--- src/rtl/range_encoder_renormalizer.sv ---
// rtl/range_encoder_renormalizer.sv - E1/E2/E3 interval renormalizer emitting code and pending bits
// One scaling step per CHECK cycle; resolved bits leave on a single-bit valid/ready stream.
module range_encoder_renormalizer #(
   parameter int PEND_W = 8
) (
   input  logic              clk,
   input  logic              reset,
   input  logic              in_valid,
   output logic              in_ready,
   input  logic [15:0]       low_in,
   input  logic [15:0]       high_in,
   input  logic              flush,
   output logic              bit_valid,
   output logic              bit_out,
   input  logic              bit_ready,
   output logic              norm_valid,
   output logic [15:0]       low_out,
   output logic [15:0]       high_out,
   output logic [PEND_W-1:0] pending_count,
   output logic              overflow_flag,
   output logic              error_flag,
   output logic              flush_done
);

   typedef enum logic [2:0] {
      S_IDLE,
      S_CHECK,
      S_EMIT,
      S_EMIT_PEND,
      S_DONE,
      S_FLUSH
   } state_t;

   localparam logic [PEND_W-1:0] PEND_MAX = '1;
   localparam logic [PEND_W-1:0] PEND_ONE = PEND_W'(1);

   state_t            r_state, w_next;
   logic [15:0]       r_low, r_high, w_low_nx, w_high_nx;
   logic [15:0]       r_low_out, r_high_out;
   logic [PEND_W-1:0] r_pend, w_pend_nx, w_pend_inc;
   logic              r_bit, w_bit_nx;
   logic              r_flushing, w_flushing_nx;
   logic              r_err, w_err_nx;
   logic              r_ovf, w_ovf_nx, w_ovf_inc;
   logic              r_flush_done, w_flush_done_nx;
   logic              w_load_out, w_finish;
   logic              w_bad, w_e1, w_e2, w_e3;
   logic [15:0]       w_low_m4, w_high_m4;

   assign w_bad     = (r_low > r_high);
   assign w_e1      = (r_high < 16'h8000);
   assign w_e2      = (r_low >= 16'h8000);
   assign w_e3      = (r_low >= 16'h4000) && (r_high < 16'hC000);
   assign w_low_m4  = r_low - 16'h4000;
   assign w_high_m4 = r_high - 16'h4000;

   // Saturating pending increment shared by E3 and the flush step.
   assign w_ovf_inc  = (r_pend == PEND_MAX);
   assign w_pend_inc = w_ovf_inc ? r_pend : r_pend + PEND_ONE;

   always_comb begin
      w_next          = r_state;
      w_low_nx        = r_low;
      w_high_nx       = r_high;
      w_pend_nx       = r_pend;
      w_bit_nx        = r_bit;
      w_flushing_nx   = r_flushing;
      w_err_nx        = r_err;
      w_ovf_nx        = r_ovf;
      w_flush_done_nx = 1'b0;
      w_load_out      = 1'b0;
      w_finish        = 1'b0;

      case (r_state)
         S_IDLE: begin
            if (in_valid) begin
               w_low_nx  = low_in;
               w_high_nx = high_in;
               w_next    = S_CHECK;
            end else if (flush) begin
               w_next = S_FLUSH;
            end
         end
         S_CHECK: begin
            if (w_bad) begin
               w_err_nx   = 1'b1;
               w_load_out = 1'b1;
               w_next     = S_DONE;
            end else if (w_e1 || w_e2) begin
               // E1 and E2 share the shift: bit 15 is discarded either way.
               w_bit_nx  = w_e2 && !w_e1;
               w_low_nx  = {r_low[14:0], 1'b0};
               w_high_nx = {r_high[14:0], 1'b1};
               w_next    = S_EMIT;
            end else if (w_e3) begin
               w_pend_nx = w_pend_inc;
               w_ovf_nx  = r_ovf | w_ovf_inc;
               w_low_nx  = {w_low_m4[14:0], 1'b0};
               w_high_nx = {w_high_m4[14:0], 1'b1};
            end else begin
               w_load_out = 1'b1;
               w_next     = S_DONE;
            end
         end
         S_EMIT: begin
            if (bit_ready) begin
               if (r_pend != '0) begin
                  w_next = S_EMIT_PEND;
               end else begin
                  w_finish = 1'b1;
               end
            end
         end
         S_EMIT_PEND: begin
            if (bit_ready) begin
               w_pend_nx = r_pend - PEND_ONE;
               w_finish  = (r_pend == PEND_ONE);
            end
         end
         S_DONE: begin
            w_next = S_IDLE;
         end
         S_FLUSH: begin
            w_pend_nx     = w_pend_inc;
            w_ovf_nx      = r_ovf | w_ovf_inc;
            w_bit_nx      = (r_low >= 16'h4000);
            w_flushing_nx = 1'b1;
            w_next        = S_EMIT;
         end
         default: begin
            w_next = S_IDLE;
         end
      endcase

      if (w_finish) begin
         if (r_flushing) begin
            w_next          = S_IDLE;
            w_flushing_nx   = 1'b0;
            w_flush_done_nx = 1'b1;
            w_pend_nx       = '0;
            w_low_nx        = 16'h0000;
            w_high_nx       = 16'hFFFF;
         end else begin
            w_next = S_CHECK;
         end
      end
   end

   always_ff @(posedge clk or posedge reset) begin
      if (reset) begin
         r_state      <= S_IDLE;
         r_low        <= 16'h0000;
         r_high       <= 16'h0000;
         r_low_out    <= 16'h0000;
         r_high_out   <= 16'h0000;
         r_pend       <= '0;
         r_bit        <= 1'b0;
         r_flushing   <= 1'b0;
         r_err        <= 1'b0;
         r_ovf        <= 1'b0;
         r_flush_done <= 1'b0;
      end else begin
         r_state      <= w_next;
         r_low        <= w_low_nx;
         r_high       <= w_high_nx;
         r_pend       <= w_pend_nx;
         r_bit        <= w_bit_nx;
         r_flushing   <= w_flushing_nx;
         r_err        <= w_err_nx;
         r_ovf        <= w_ovf_nx;
         r_flush_done <= w_flush_done_nx;
         if (w_load_out) begin
            r_low_out  <= r_low;
            r_high_out <= r_high;
         end
      end
   end

   // Gated by reset so in_ready stays low while reset is held.
   assign in_ready      = (r_state == S_IDLE) && !reset;
   assign bit_valid     = (r_state == S_EMIT) || (r_state == S_EMIT_PEND);
   assign bit_out       = bit_valid && ((r_state == S_EMIT_PEND) ? !r_bit : r_bit);
   assign norm_valid    = (r_state == S_DONE);
   assign low_out       = r_low_out;
   assign high_out      = r_high_out;
   assign pending_count = r_pend;
   assign overflow_flag = r_ovf;
   assign error_flag    = r_err;
   assign flush_done    = r_flush_done;

endmodule

--- config.mk ---
export PLATFORM = sky130hd
export DESIGN_NAME = range_encoder_renormalizer
export DESIGN_NICKNAME = d
export VERILOG_FILES = /design/src/rtl/range_encoder_renormalizer.sv
export SDC_FILE = /design/constraint.sdc
export NUM_CORES = 1
export LEC_CHECK = 0
export BUFFER_PORTS_ARGS = -buffer_cell sky130_fd_sc_hd__buf_2
export CAP_MARGIN = 10
export CORE_AREA = 10 10 98 100
export DETAILED_ROUTE_END_ITERATION = 10
export DIE_AREA = 0 0 108 110
export PLACE_DENSITY = 0.95
export SYNTH_ARGS = -nofsm -noshare
export SYNTH_HDL_FRONTEND = slang
export SYNTH_SLANG_ARGS = --single-unit
--- constraint.sdc ---
create_clock -name clk -period 7.2 [get_ports clk]
set_clock_uncertainty 0.2 [all_clocks]
set_input_delay 0.36 -clock clk [delete_from_list [all_inputs] [get_ports clk]]
set_output_delay 0.36 -clock clk [all_outputs]
set_load 0.1 [all_outputs]
After elaboration in Yosys (flattened, before gate mapping)
Index checks and enable logic that the tools add are counted.
Word-level totals
  register bits after elaboration: 80
  input port bits: 37
  output and inout port bits: 47
  word-level logic and storage cells: 106
Cells by class
  add/subtract/negate cells: 4
  $lt $le $gt $ge: 5
  equal/unequal tests: 16
  muxes and demuxes: 53
  bitwise operators: 1
  reductions and logical operators: 16
Operator list (number)
  two-way mux 16 bit: 12
  one-hot mux 16 bit (2 select lines): 2
  two-way mux 8 bit: 7
  less-than comparator 16 bit (second input constant): 2
  subtractor 15 bit (second input constant): 2
  two-way mux 3 bit: 8
  one-hot mux 8 bit (3 select lines): 1
  two-way mux 1 bit: 19
  greater-or-equal comparator 16 x 15 -> 1 bit (second input constant): 1
  greater-or-equal comparator 16 bit (second input constant): 1
  > comparator 16 bit: 1
  one-hot mux 3 bit (5 select lines): 1
  inequality test 2 bit (second input constant): 5
  adder 8 x 1 -> 8 bit (second input constant): 1
  equality test 8 x 1 -> 1 bit (second input constant): 1
  equality test 8 bit (second input constant): 1
  nonzero test 8 bit: 1
  subtractor 8 x 1 -> 8 bit (second input constant): 1
  equality test 3 x 2 -> 1 bit (second input constant): 2
  equality test 3 bit (second input constant): 2
  inequality test 3 bit (second input constant): 2
  one-hot mux 1 bit (2 select lines): 3
  inequality test 5 bit (second input constant): 1
  AND reduction 5 bit: 1
  11 further kinds: 17

Longest topological paths before layout
  depth in word-level cells: 8
  mapped depth: 10

Worst setup path before layout
No wires, ideal clock.
  path type: flip-flop to output port
  start point: register r_state[2]
  end point: output port in_ready
  data arrival time: 3.624 ns
  path slack: 3.016 ns
  cell stages (with the launch flop): 4
  path buffers: 2
  path through: dfrtp_1 clkbuf_1 clkbuf_1 nor4_1
Between the ends
  word-level cells in the longest chain between the ends: 2
RTL lines
  from (decl): RTL line 37  | state_t r_state, w_next;
  from (signal assigned): RTL line 163  | r_state <= w_next;
  zero test 3 bit: RTL line 180  | assign in_ready = (r_state == S_IDLE) && !reset;
  logical AND 1 bit: RTL line 180
  to (decl): RTL line 9  | output logic in_ready,
No other way between the ends.

Final worst setup path
  start point: register r_low[14]
  end point: register r_high_out[15] (netlist: high_out[15])
Between the ends
  word-level cells in the longest chain between the ends: 6
RTL lines
  from (decl): RTL line 38  | logic [15:0] r_low, r_high, w_low_nx, w_high_nx;
  from (signal assigned): RTL line 164  | r_low <= w_low_nx;
  greater-or-equal comparator 16 x 15 -> 1 bit: RTL line 53  | assign w_e3 = (r_low >= 16'h4000) && (r_high < 16'hC000);
  logical AND 1 bit: RTL line 53
  two-way mux 1 bit: RTL line 95  | end else if (w_e3) begin
  two-way mux 1 bit: RTL line 89  | end else if (w_e1 || w_e2) begin
  two-way mux 1 bit (*): RTL line 85  | if (w_bad) begin
  two-way mux 1 bit (*): RTL line 74  | case (r_state)
  to (signal assigned): RTL line 174  | r_high_out <= r_high;
  to (decl): RTL line 39  | logic [15:0] r_low_out, r_high_out;
Mark *: on every way between the ends. The rest lies on a longest branch, timed or not.
A chain may end at the register's enable or synchronous reset.

==> metrics <==
status=finished, final reports clean; sequential cell area=~2000 um2; I/O pin cnt=84; crit-path cells=ha_1, nand4_1, nor3_2, o21ai_1, and3_4, o21ai_4, nand2_4, mux2_4; startpoint types=flip-flop; cell depth of the worst flop-to-flop path=8; Clk pin slew, worst setup/hold paths=about 100 ps; WP data required=about 7200 ps; Net Count, Synth=just under 500; WL final=12500 um; fin nets=561; # hold bufs at CTS=0; Peak Freq=around 290 MHz; chip width=between 100 and 150 um; vias per inst=6.49; number of remaining DRC errors=0; final setup violation count=0; Syn Inst Count=430; crit-path max cell delay=570 ps; DR vias=around 4000; Cell Area, Synth=about 4600 um2; kind of cell adding the most delay to the critical path=simple AND/OR/NAND/NOR gates; number of synthesized flops with an enable pin=0; TritonCTS clock tree=yes; CORE AREA=7650 um2; layout cells sized above 1=0.295; Tcrit/Tclk final=0.484; first-pass GRT wire length=20500 um; Initial Util=0.603; row count=32; initial antenna violation count=0; Die ar.=~12000 um2; Slowest cell on crit path=o21ai_4; Max-slew headroom=0.321; CP Capture Type=flip-flop; Post-synth ARST share=1.00; Tmin final=about 3500 ps; Synth-to-Final Area Change=13.9%; Setup TNS=0 ps; sequential element share of the synthesized area=0.434; DRT antenna net count=0; Min-Delay Path Depth=3; #FFs+latches synth=80; CTS max path bufs=2; Root Buffer=clkbuf_8; GP Congestion=between 0.9 and 1; Slew @ Worst Pin=about 1000 ps; Post-synth top cells=80 x dfrtp_1, 30 x mux2_4, 27 x nor2_1; Max FO, Critical Path=32; area leader, netlist=dfrtp_1; post_cts resized=0; Skew-Pair Late Insertion Delay=roughly 370 ps; Post-DP HPWL=8460 um; Synth warnings=0; final hold vios=0; count leader, synth=dfrtp_1; Post-Syn Area per Cell=approximately 11 um2; CP Class=flip-flop to flip-flop; grt total ovfl=0; Synth Flop Type=dfrtp_1; IO Port Bufs=83; Slew Limit Fails=0; H-Tree Level Count=3; worst endpoint data arrival time=roughly 3500 ps; largest net degree at the start of global routing=81; vias in the first global route=~4000; Total GRT Usage=0.215; number of cells on the critical path=8; Synth top area share=0.434; Fill cells=538; CTS buffer count=9; wire per inst=between 20 and 25 um; Die Span Y=approximately 110 um; n_diodes=0; initial DRC count=approximately 540; clock sinks=80; max-capacitance violation count=0; RSZ-0062 raised after global routing=no; Post-CTS Setup Bufs=0; multi-input logic area=~2400 um2; final core utilization=0.687; Yosys cell types=slightly below 60; TritonRoute pass-1 iters=9; WP buf/inv=0; Worst Hold Class=input port to flip-flop; Synth area leaders=dfrtp_1 43%, mux2_4 9.8%, ha_1 5.4%, mux2i_1 3.5%, a21o_1 3.1%
## worst register-to-register path: stages (launching register included)
cell     delay (ps)
dfrtp_1         510
ha_1            360
nand4_1         170
nor3_2          270
o21ai_1         140
and3_4          190
o21ai_4         570
nand2_4         520
mux2_4          440
## cells by family after synthesis
family          share of synthesized area
compound gates                      0.194
simple gates                        0.116
flops                               0.434
mux                                 0.147
buf+inv                            0.0502
fa+ha+maj                          0.0543
xor+xnor                          0.00380
## sequential cells by signal (all words and copies together) (netlist names)
signal	count
r_high	16
r_flushing	1
flush_done	1
overflow_flag	1
pending_count	8
r_low	16
r_state	3
high_out	16
low_out	16
error_flag	1
r_bit	1
## path summary, 6_finish.rpt
check	startpoint	endpoint	slack, ps
worst max-delay path	r_low[14]$_DFF_PP0_	high_out[15]$_DFFE_PP0P_	3710
worst min-delay path	low_in[0]	r_low[0]$_DFF_PP0_	10
worst max register to register	r_low[14]$_DFF_PP0_	high_out[15]$_DFFE_PP0P_	3710
worst min register to register	overflow_flag$_DFFE_PP0P_	overflow_flag$_DFFE_PP0P_	260
max in group asynchronous	reset	r_high[13]$_DFF_PP0_	6060
min in group asynchronous	reset	pending_count[0]$_DFF_PP0_	110
## layout by cell type (no fill, tap or decap), types with 16 or more instances in the layout
master / n
dfrtp_1: 80
o21ai_0: 23
ha_1: 20
mux2_4: 30
a21oi_1: 17
nand2_1: 24
mux2i_1: 16
inv_1: 24
buf_2: 83
nor2_1: 27
a21o_1: 19
## final cells by class
type,instances,share of cell area
Inverter,25,0.0179
Multi-Input combinational cell,302,0.453
Sequential cell,80,0.381
Clock buffer,10,0.0262
Clock inverter,6,0.0143
Tap cell,102,0.0243
Timing Repair Buffer,86,0.0834
## metal layers
layer,global-route usage,share of wire,up-vias
met2,0.353,0.48,254
met4,0.0973,0.029,0
li1,-,-,1747
met5,0,0,-
met1,0.260,0.40,1923
met3,0.0586,0.096,43
## metrics by stage
step                      area, um2  instances  hold WS [ps]  setup slack (ps)
after floorplan                4610        430           242              3020
after global routing           5250        611          17.4              3540
after CTS                      5250        611          14.6              3750
final                          5250        611          13.4              3710
after global placement         5040        595           235              3980
after detailed placement       5040        595           244              3810
Power is left out: the tool's default activity adds up to more than one toggle a clock period on the data nets, which glitch-free logic cannot reach.
